File: config.mk
export PLATFORM = sky130hd
export DESIGN_NAME = fetch_unit
export DESIGN_NICKNAME = d
export VERILOG_FILES = /design/src/rtl/fetch_unit.sv
export SDC_FILE = /design/constraint.sdc
export NUM_CORES = 1
export LEC_CHECK = 0
export CORE_ASPECT_RATIO = 1.2
export CORE_MARGIN = 3
export CORE_UTILIZATION = 50
export CTS_CLUSTER_DIAMETER = 200
export CTS_CLUSTER_SIZE = 25
export DETAILED_ROUTE_END_ITERATION = 6
export PLACE_DENSITY = 0.82
export REMOVE_ABC_BUFFERS = 1
export SLEW_MARGIN = 20
export SYNTH_ARGS = -nofsm -noshare
export SYNTH_HDL_FRONTEND = slang
export SYNTH_SLANG_ARGS = --single-unit
export TNS_END_PERCENT = 100
File: constraint.sdc
create_clock -name clk -period 4.3 [get_ports clk]
set_input_delay 0.86 -clock clk [delete_from_list [all_inputs] [get_ports clk]]
set_output_delay 0.86 -clock clk [all_outputs]
set_load 0.01 [all_outputs]
File: src/rtl/fetch_unit.sv
// Instruction fetch front end: issues reads to a synchronous instruction memory,
// buffers returned words in a prefetch FIFO and writes the PC on every handoff.
// Optional FETCH_PERF_EN adds a saturating handoff counter (perf_fetch_count).
module fetch_unit #(
  parameter int LENGTH     = 11,
  parameter int DATA_WIDTH = 16,
  parameter int FIFO_DEPTH = 2
) (
  input  logic                  clk,
  input  logic                  reset,
  output logic [LENGTH-1:0]     mem_addr,
  output logic                  mem_rd_en,
  input  logic [DATA_WIDTH-1:0] mem_data,
  input  logic                  redirect,
  input  logic [LENGTH-1:0]     redirect_addr,
  input  logic                  halt,
  output logic [DATA_WIDTH-1:0] instr,
  output logic [LENGTH-1:0]     instr_pc,
  output logic                  instr_valid,
  input  logic                  instr_ready,
  output logic [LENGTH-1:0]     new_program_count,
  output logic                  pc_enable
`ifdef FETCH_PERF_EN
  ,
  output logic [15:0]           perf_fetch_count
`endif
);

  localparam int PW = (FIFO_DEPTH > 1) ? $clog2(FIFO_DEPTH) : 1;
  localparam int OW = PW + 1;
  localparam logic [OW:0] DEPTH_C = (OW + 1)'(FIFO_DEPTH);

  logic [LENGTH-1:0]     fa;
  logic                  inf;
  logic [LENGTH-1:0]     inf_addr;
  logic [LENGTH-1:0]     addr_q [FIFO_DEPTH];
  logic [DATA_WIDTH-1:0] word_q [FIFO_DEPTH];
  logic [PW-1:0]         rd_ptr;
  logic [PW-1:0]         wr_ptr;
  logic [OW-1:0]         occ;
  logic [OW-1:0]         occ_next;
  logic [OW:0]           committed;
  logic                  pop;
  logic                  push;
  logic                  issue;

  always_comb begin
    instr_valid = (occ != '0);
    instr       = word_q[rd_ptr];
    instr_pc    = addr_q[rd_ptr];
    pop         = instr_valid & instr_ready & ~redirect;
    push        = inf & ~redirect;
    // Slots already owned by buffered words plus the outstanding read, net of this cycle's pop.
    committed   = (OW + 1)'(occ) + (OW + 1)'(inf) - (OW + 1)'(pop);
    issue       = reset & ~halt & ~redirect & (committed < DEPTH_C);
    mem_rd_en   = issue;
    mem_addr    = fa;
    occ_next    = occ + OW'(push) - OW'(pop);
  end

  always_ff @(posedge clk or negedge reset) begin
    if (!reset) begin
      fa                <= '0;
      inf               <= 1'b0;
      inf_addr          <= '0;
      rd_ptr            <= '0;
      wr_ptr            <= '0;
      occ               <= '0;
      new_program_count <= '0;
      pc_enable         <= 1'b0;
    end else if (redirect) begin
      fa        <= redirect_addr;
      inf       <= 1'b0;
      rd_ptr    <= '0;
      wr_ptr    <= '0;
      occ       <= '0;
      pc_enable <= 1'b0;
    end else begin
      if (issue) begin
        fa       <= fa + 1'b1;
        inf_addr <= fa;
      end
      inf <= issue;
      if (push) wr_ptr <= wr_ptr + 1'b1;
      if (pop)  rd_ptr <= rd_ptr + 1'b1;
      occ       <= occ_next;
      pc_enable <= pop;
      if (pop) new_program_count <= instr_pc;
    end
  end

  always_ff @(posedge clk) begin
    if (push) begin
      addr_q[wr_ptr] <= inf_addr;
      word_q[wr_ptr] <= mem_data;
    end
  end

`ifdef FETCH_PERF_EN
  always_ff @(posedge clk or negedge reset) begin
    if (!reset) begin
      perf_fetch_count <= '0;
    end else if (pop && (perf_fetch_count != '1)) begin
      perf_fetch_count <= perf_fetch_count + 1'b1;
    end
  end
`endif

endmodule

Yosys cells after proc, flatten, opt, wreduce, memory -nomap -nowiden
Memory sizes are Yosys's and may differ from the RTL's.
Cells that the tools add are included.
Cells by class
  add/subtract/negate cells: 7
  magnitude comparators: 1
  multiplexer cells: 11
  bitwise gates (word level): 8
  reductions and logical operators: 6
Operator list (count)
  11-bit two-way mux: 2
  11-bit by 1-bit adder with 11-bit output (second input constant): 1
  1-bit two-way mux: 8
  2-bit nonzero test: 4
  1-bit AND: 6
  2-bit AND reduction: 2
  2-bit by 1-bit adder with 3-bit output: 1
  3-bit by 2-bit less-than comparator with 1-bit output (second input constant): 1
  3-bit by 1-bit subtractor with 3-bit output: 1
  1-bit adder (second input constant): 2
  2-bit by 1-bit adder with 2-bit output: 1
  2-bit two-way mux: 1
  1-bit NOT: 2
  2-bit by 1-bit subtractor with 2-bit output: 1
Word-level totals
  input port bits: 32
  register bits: 39
  output and inout port bits: 52
  bits in writable memories: 54
  memories: 2
Memory list
  word_q: words 2, width 16, rd ports 1, clocked after Yosys merged registers in 0, wr ports 1, RTL line 37  | logic [DATA_WIDTH-1:0] word_q [FIFO_DEPTH];
  addr_q: words 2, width 11, rd ports 1, clocked after Yosys merged registers in 0, wr ports 1, RTL line 36  | logic [LENGTH-1:0] addr_q [FIFO_DEPTH];

Logic depth before layout (Yosys ltp)
  depth in word-level cells: 8
  gate-level depth with buffers: 14

Worst setup path after synthesis
No wires, ideal clock.
  path kind: input to output
  start point: in instr_ready
  end point: out mem_rd_en
  path buffers: 2
  slack: 402 ps
  stages: 10
  arrival time: 3038 ps
  path through: nand2_1 -> nor2_1 -> buf_2 -> ha_1 -> nand2b_1 -> fa_1 -> nand4bb_1 -> or2_1 -> inv_1 -> buf_1
On the way
  word-level cells in the longest chain between the ends: 5
RTL lines
  from (decl): RTL line 20  | input logic instr_ready,
  1-bit AND (2 in series): RTL line 51  | pop = instr_valid & instr_ready & ~redirect;
  3-bit by 1-bit subtractor with 3-bit output: RTL line 54  | committed = (OW + 1)'(occ) + (OW + 1)'(inf) - (OW + 1)'(pop);
  3-bit by 2-bit less-than comparator with 1-bit output: RTL line 55  | issue = reset & ~halt & ~redirect & (committed < DEPTH_C);
  1-bit AND: RTL line 55
  to (decl): RTL line 12  | output logic mem_rd_en,
No other way between the ends.

Worst setup path after layout
Ends and elaborated chain as after synthesis.

==> flow_summary.html <==
<table>
<tr><th>Metric</th><th>Value</th></tr>
<tr><th colspan="2">Timing</th></tr>
<tr><td>Smallest hold slack</td><td>475 ps</td></tr>
<tr><td>Post-route setup TNS</td><td>0 ps</td></tr>
<tr><td>Final setup violating endpoints</td><td>0</td></tr>
<tr><td>Fin. max-slew vios</td><td>0</td></tr>
<tr><td>Total count of hold-check failures in the final report</td><td>0</td></tr>
<tr><td>Period utilisation layout</td><td>89.2%</td></tr>
<tr><td>Worst-margin pin slew</td><td>513 ps</td></tr>
<tr><td>Skew final</td><td>11.8 ps</td></tr>
<tr><td>Unrepaired setup endpoints after global routing</td><td>false</td></tr>
<tr><td>Achievable frequency</td><td>0.261 GHz</td></tr>
<tr><td>Worst slew margin relative to its limit</td><td>65.4%</td></tr>
<tr><td>Post-route minimum period</td><td>3840 ps</td></tr>
<tr><th colspan="2">Floorplanning</th></tr>
<tr><td>Die Outline Area</td><td>8530 um2</td></tr>
<tr><td>Top-level I/O count</td><td>84</td></tr>
<tr><td>Effective utilization at floorplan</td><td>53.1%</td></tr>
<tr><td>Number of standard-cell rows in the floorplan</td><td>33</td></tr>
<tr><td>Floorplan core area</td><td>7020 um2</td></tr>
<tr><td>Die Ht</td><td>101 um</td></tr>
<tr><td>Horizontal extent of the die</td><td>84.8 um</td></tr>
<tr><th colspan="2">Place</th></tr>
<tr><td>Placed cell count</td><td>419</td></tr>
<tr><td>DP HPWL</td><td>5.03 mm</td></tr>
<tr><td>Total of buffers placed on input and output ports</td><td>83</td></tr>
<tr><td>GP Congestion</td><td>0.848</td></tr>
<tr><th colspan="2">Yosys</th></tr>
<tr><td>Leading post-synthesis cells by cell area</td><td>edfxtp_1 (44%), dfrtp_1 (26%), mux2_2 (11%), nand2_1 (3.7%), a221o_1 (1.3%)</td></tr>
<tr><td>Avg Cell Area, Syn</td><td>14.9 um2</td></tr>
<tr><td>Number of synthesized register bits</td><td>93</td></tr>
<tr><td>Async S/R FF share, synth</td><td>41.9%</td></tr>
<tr><td>Most instantiated library cell after synthesis</td><td>edfxtp_1</td></tr>
<tr><td>Summed instance area of the synthesized netlist</td><td>3720 um2</td></tr>
<tr><td>Post-synth EDFFs</td><td>54</td></tr>
<tr><td>Netlist cell types</td><td>37</td></tr>
<tr><td>Synth Instances</td><td>250</td></tr>
<tr><td>Synthesis warning total</td><td>0</td></tr>
<tr><td>Sequential cell area fraction in the yosys report</td><td>69.7%</td></tr>
<tr><td>Synth top area share</td><td>43.5%</td></tr>
<tr><td>List of most frequent post-synthesis cells</td><td>edfxtp_1 (54), dfrtp_1 (39), mux2_2 (38)</td></tr>
<tr><td>Most area-hungry cell type in the Yosys netlist</td><td>edfxtp_1</td></tr>
<tr><td>Predominant post-synthesis flop cell</td><td>edfxtp_1</td></tr>
<tr><th colspan="2">Global routing</th></tr>
<tr><td>Total routing usage reported by global routing</td><td>18.6%</td></tr>
<tr><td>Via count of the first global-routing pass</td><td>2454</td></tr>
<tr><td>First-pass GRT wire length</td><td>12.3 mm</td></tr>
<tr><td>Overall overflow remaining after global route</td><td>0</td></tr>
<tr><td>Number of antenna violations at the first check in global routing</td><td>0</td></tr>
<tr><td>Largest net degree at the start of global routing</td><td>40</td></tr>
<tr><th colspan="2">Clock tree</th></tr>
<tr><td>Post-CTS setup buffer count</td><td>0</td></tr>
<tr><td>Number of buffers on the longest clock path</td><td>2</td></tr>
<tr><td>Clock Root Buffer</td><td>clkbuf_8</td></tr>
<tr><td>CTS Hold Buffers Added</td><td>0</td></tr>
<tr><td>H-tree levels</td><td>3</td></tr>
<tr><td>CTS tree</td><td>built</td></tr>
<tr><td>Register clock-pin slew on the reported worst setup and hold paths</td><td>90 ps</td></tr>
<tr><td>Skew-Pair Late Insertion Delay</td><td>350 ps</td></tr>
<tr><td>Number of clock buffers inserted by TritonCTS</td><td>9</td></tr>
<tr><td>Sinks on Clock Net</td><td>93</td></tr>
<tr><th colspan="2">Worst setup path</th></tr>
<tr><td>Slack of the worst reg-to-reg path</td><td>1220 ps</td></tr>
<tr><td>Crit path required time</td><td>3440 ps</td></tr>
<tr><td>Endpoint of the most critical register-to-register path</td><td>mem_addr[7]$_DFFE_PN0P_</td></tr>
<tr><td>Arrival @ worst endpoint</td><td>2980 ps</td></tr>
<tr><td>Count of cell instances traversed by the critical path</td><td>10</td></tr>
<tr><td>FF-to-FF Start</td><td>occ[1]$_DFF_PN0_</td></tr>
<tr><td>Kind of critical path</td><td>primary input to output pin</td></tr>
<tr><td>Cells on worst reg2reg path</td><td>11</td></tr>
<tr><td>Ordered list of cells on the worst path</td><td>clkdlybuf4s50_1, nand2_1, nor2_2, ha_1, nand2b_1, fa_1, nand4bb_1, or2_1, inv_1, dlymetal6s2s_1</td></tr>
<tr><td>Critical path's slowest cell</td><td>fa_1</td></tr>
<tr><td>Buffers plus inverters on the worst setup path</td><td>3</td></tr>
<tr><td>Maximum fanout encountered on the critical timing path</td><td>2</td></tr>
<tr><td>Startpoint types</td><td>primary input</td></tr>
<tr><td>Cell type group with the largest total delay on the critical path</td><td>adder cells</td></tr>
<tr><td>Category of the worst setup path capture point</td><td>output pin</td></tr>
<tr><td>Biggest cell delay along the critical path</td><td>480 ps</td></tr>
<tr><th colspan="2">Layout</th></tr>
<tr><td>Diode count</td><td>0</td></tr>
<tr><td>Synth-to-Final Area Change</td><td>31.0%</td></tr>
<tr><td>Share of post-route cells with drive strength above 1</td><td>19.3%</td></tr>
<tr><td>Fin cells</td><td>435</td></tr>
<tr><td>Total number of nets in the final design</td><td>380</td></tr>
<tr><td>Fill cell total of the finished layout</td><td>514</td></tr>
<tr><th colspan="2">Power</th></tr>
<tr><td>PD cells</td><td>433 nW/um2</td></tr>
<tr><td>Total Power Consumption</td><td>0.00211 W</td></tr>
<tr><td>Power share of the sequential group</td><td>53.5%</td></tr>
<tr><td>Net switching power of the design</td><td>0.000524 W</td></tr>
<tr><td>Switching part of the total power</td><td>24.8%</td></tr>
<tr><td>Internal power summed over all cells</td><td>0.00159 W</td></tr>
<tr><td>Static leakage</td><td>1.95 nW</td></tr>
<tr><td>Proportion of power drawn by combinational gates</td><td>19.1%</td></tr>
<tr><td>Part of the power in the clock network</td><td>27.4%</td></tr>
<tr><td>VDD IR-drop max</td><td>0.176 mV</td></tr>
<tr><th colspan="2">Run</th></tr>
<tr><td>Number of violations of the max-capacitance limit</td><td>0</td></tr>
<tr><th colspan="2">Hold path</th></tr>
<tr><td>Number of instances on the worst hold path</td><td>0</td></tr>
<tr><td>Hold path startpoint</td><td>inf_addr[8]$_DFFE_PN0P_</td></tr>
<tr><td>HP Class</td><td>register to register</td></tr>
<tr><td>End of the worst hold path</td><td>addr_q[1][8]$_DFFE_PP_</td></tr>
<tr><th colspan="2">Detailed routing</th></tr>
<tr><td>Vias post-DR</td><td>2332</td></tr>
<tr><td>Routed Wire Length</td><td>7.24 mm</td></tr>
<tr><td>Post-DR vias/cell</td><td>5.36</td></tr>
<tr><td>Detailed-route DRC error count</td><td>0</td></tr>
<tr><td>Count of nets left with antenna violations after detail routing</td><td>0</td></tr>
<tr><td>Initial DRC count</td><td>119</td></tr>
<tr><td>Final routed wire length divided by cell count</td><td>16.7 um</td></tr>
<tr><td>Detailed Routing Iterations Pass 1</td><td>4</td></tr>
<tr><th colspan="2">Run status</th></tr>
<tr><td>Result of the run</td><td>completed</td></tr>
</table>
## power by group through the flow
stage               clock (W)  sequential, W  combinational (W)
floorplan                   0        0.00117           0.000139
global placement            0        0.00114           0.000397
detailed placement          0        0.00115           0.000409
CTS                  0.000594        0.00113           0.000411
global route         0.000633        0.00115           0.000439
finish               0.000580        0.00113           0.000404
## logic make-up after synthesis
logic type	synth area share (%)
mux	12.0
compound gates	4.43
buf+inv	2.12
simple gates	8.40
flops	69.7
fa+ha+maj	1.88
xor+xnor	1.41
## layer usage
layer / track usage [%] / vias up / share of wire [%]
met2: 31.2 / 98 / 52
met1: 24.4 / 1137 / 42
met5: 0 / - / 0
li1: - / 1095 / -
met4: 5.12 / 0 / 0.32
met3: 4.33 / 2 / 5.9
## metrics by stage
step | area, um2 | utilization, % | worst slack, ps
2_1_floorplan | 3670 | - | 0.323
3_3_place_gp | 4680 | 66.6 | 70.0
3_5_place_dp | 4680 | 66.6 | 61.0
4_1_cts | 4870 | 69.4 | 43.5
5_1_grt | 4880 | 69.5 | 315
6_report | 4880 | 69.5 | 462
## cell type report
class	instances	area (um2)	share of cell area (%)
multi-input combinational	140	1050	21.6
tap	87	109	2.23
sequential	93	2600	53.2
inverter	7	26.3	0.538
timing repair buffer	92	896	18.4
clock inverter	5	56.3	1.15
clock buffer	11	141	2.90
## worst max path at each step
| stage | startpoint | to | slack (ps) |
|---|---|---|---|
| 6_report | instr_ready | mem_rd_en | 460 |
| 5_1_grt | instr_ready | mem_rd_en | 320 |
| 4_1_cts | instr_ready | mem_rd_en | 40 |
| 3_5_place_dp | instr_ready | mem_rd_en | 60 |
| 3_3_place_gp | instr_ready | mem_rd_en | 70 |
| 2_1_floorplan | instr_ready | mem_rd_en | 0.3 |
## worst reg2reg max path: cells and delay by family (launching register included)
family        cells  cell delay (ps)
simple gates      8             1620
flops             1              450
buf+inv           1              220
fa+ha+maj         2              740
## flip-flops by register name (all words and copies together) (netlist names)
register,flops
addr_q,22
inf,1
inf_addr,11
mem_addr,11
new_program_count,11
occ,2
pc_enable,1
rd_ptr,1
word_q,32
wr_ptr,1
## what timing repair did
action,CTS,global route
setup endpoints to repair,0,1
gates resized for setup,0,2
endpoints found under the hold margin,0,0
## cell usage in the layout (no fill, tap or decap), types with 5 or more instances in the layout
cell | netlist | layout
clkdlybuf4s50_1 | 0 | 81
edfxtp_1 | 54 | 54
dfrtp_1 | 39 | 39
mux2_2 | 38 | 38
nand2_1 | 37 | 37
clkbuf_8 | 0 | 10
o21ai_0 | 9 | 9
buf_4 | 0 | 9
inv_1 | 7 | 7
nor2_1 | 7 | 5
a221o_1 | 5 | 5
Power figures use the tool's default switching activity.
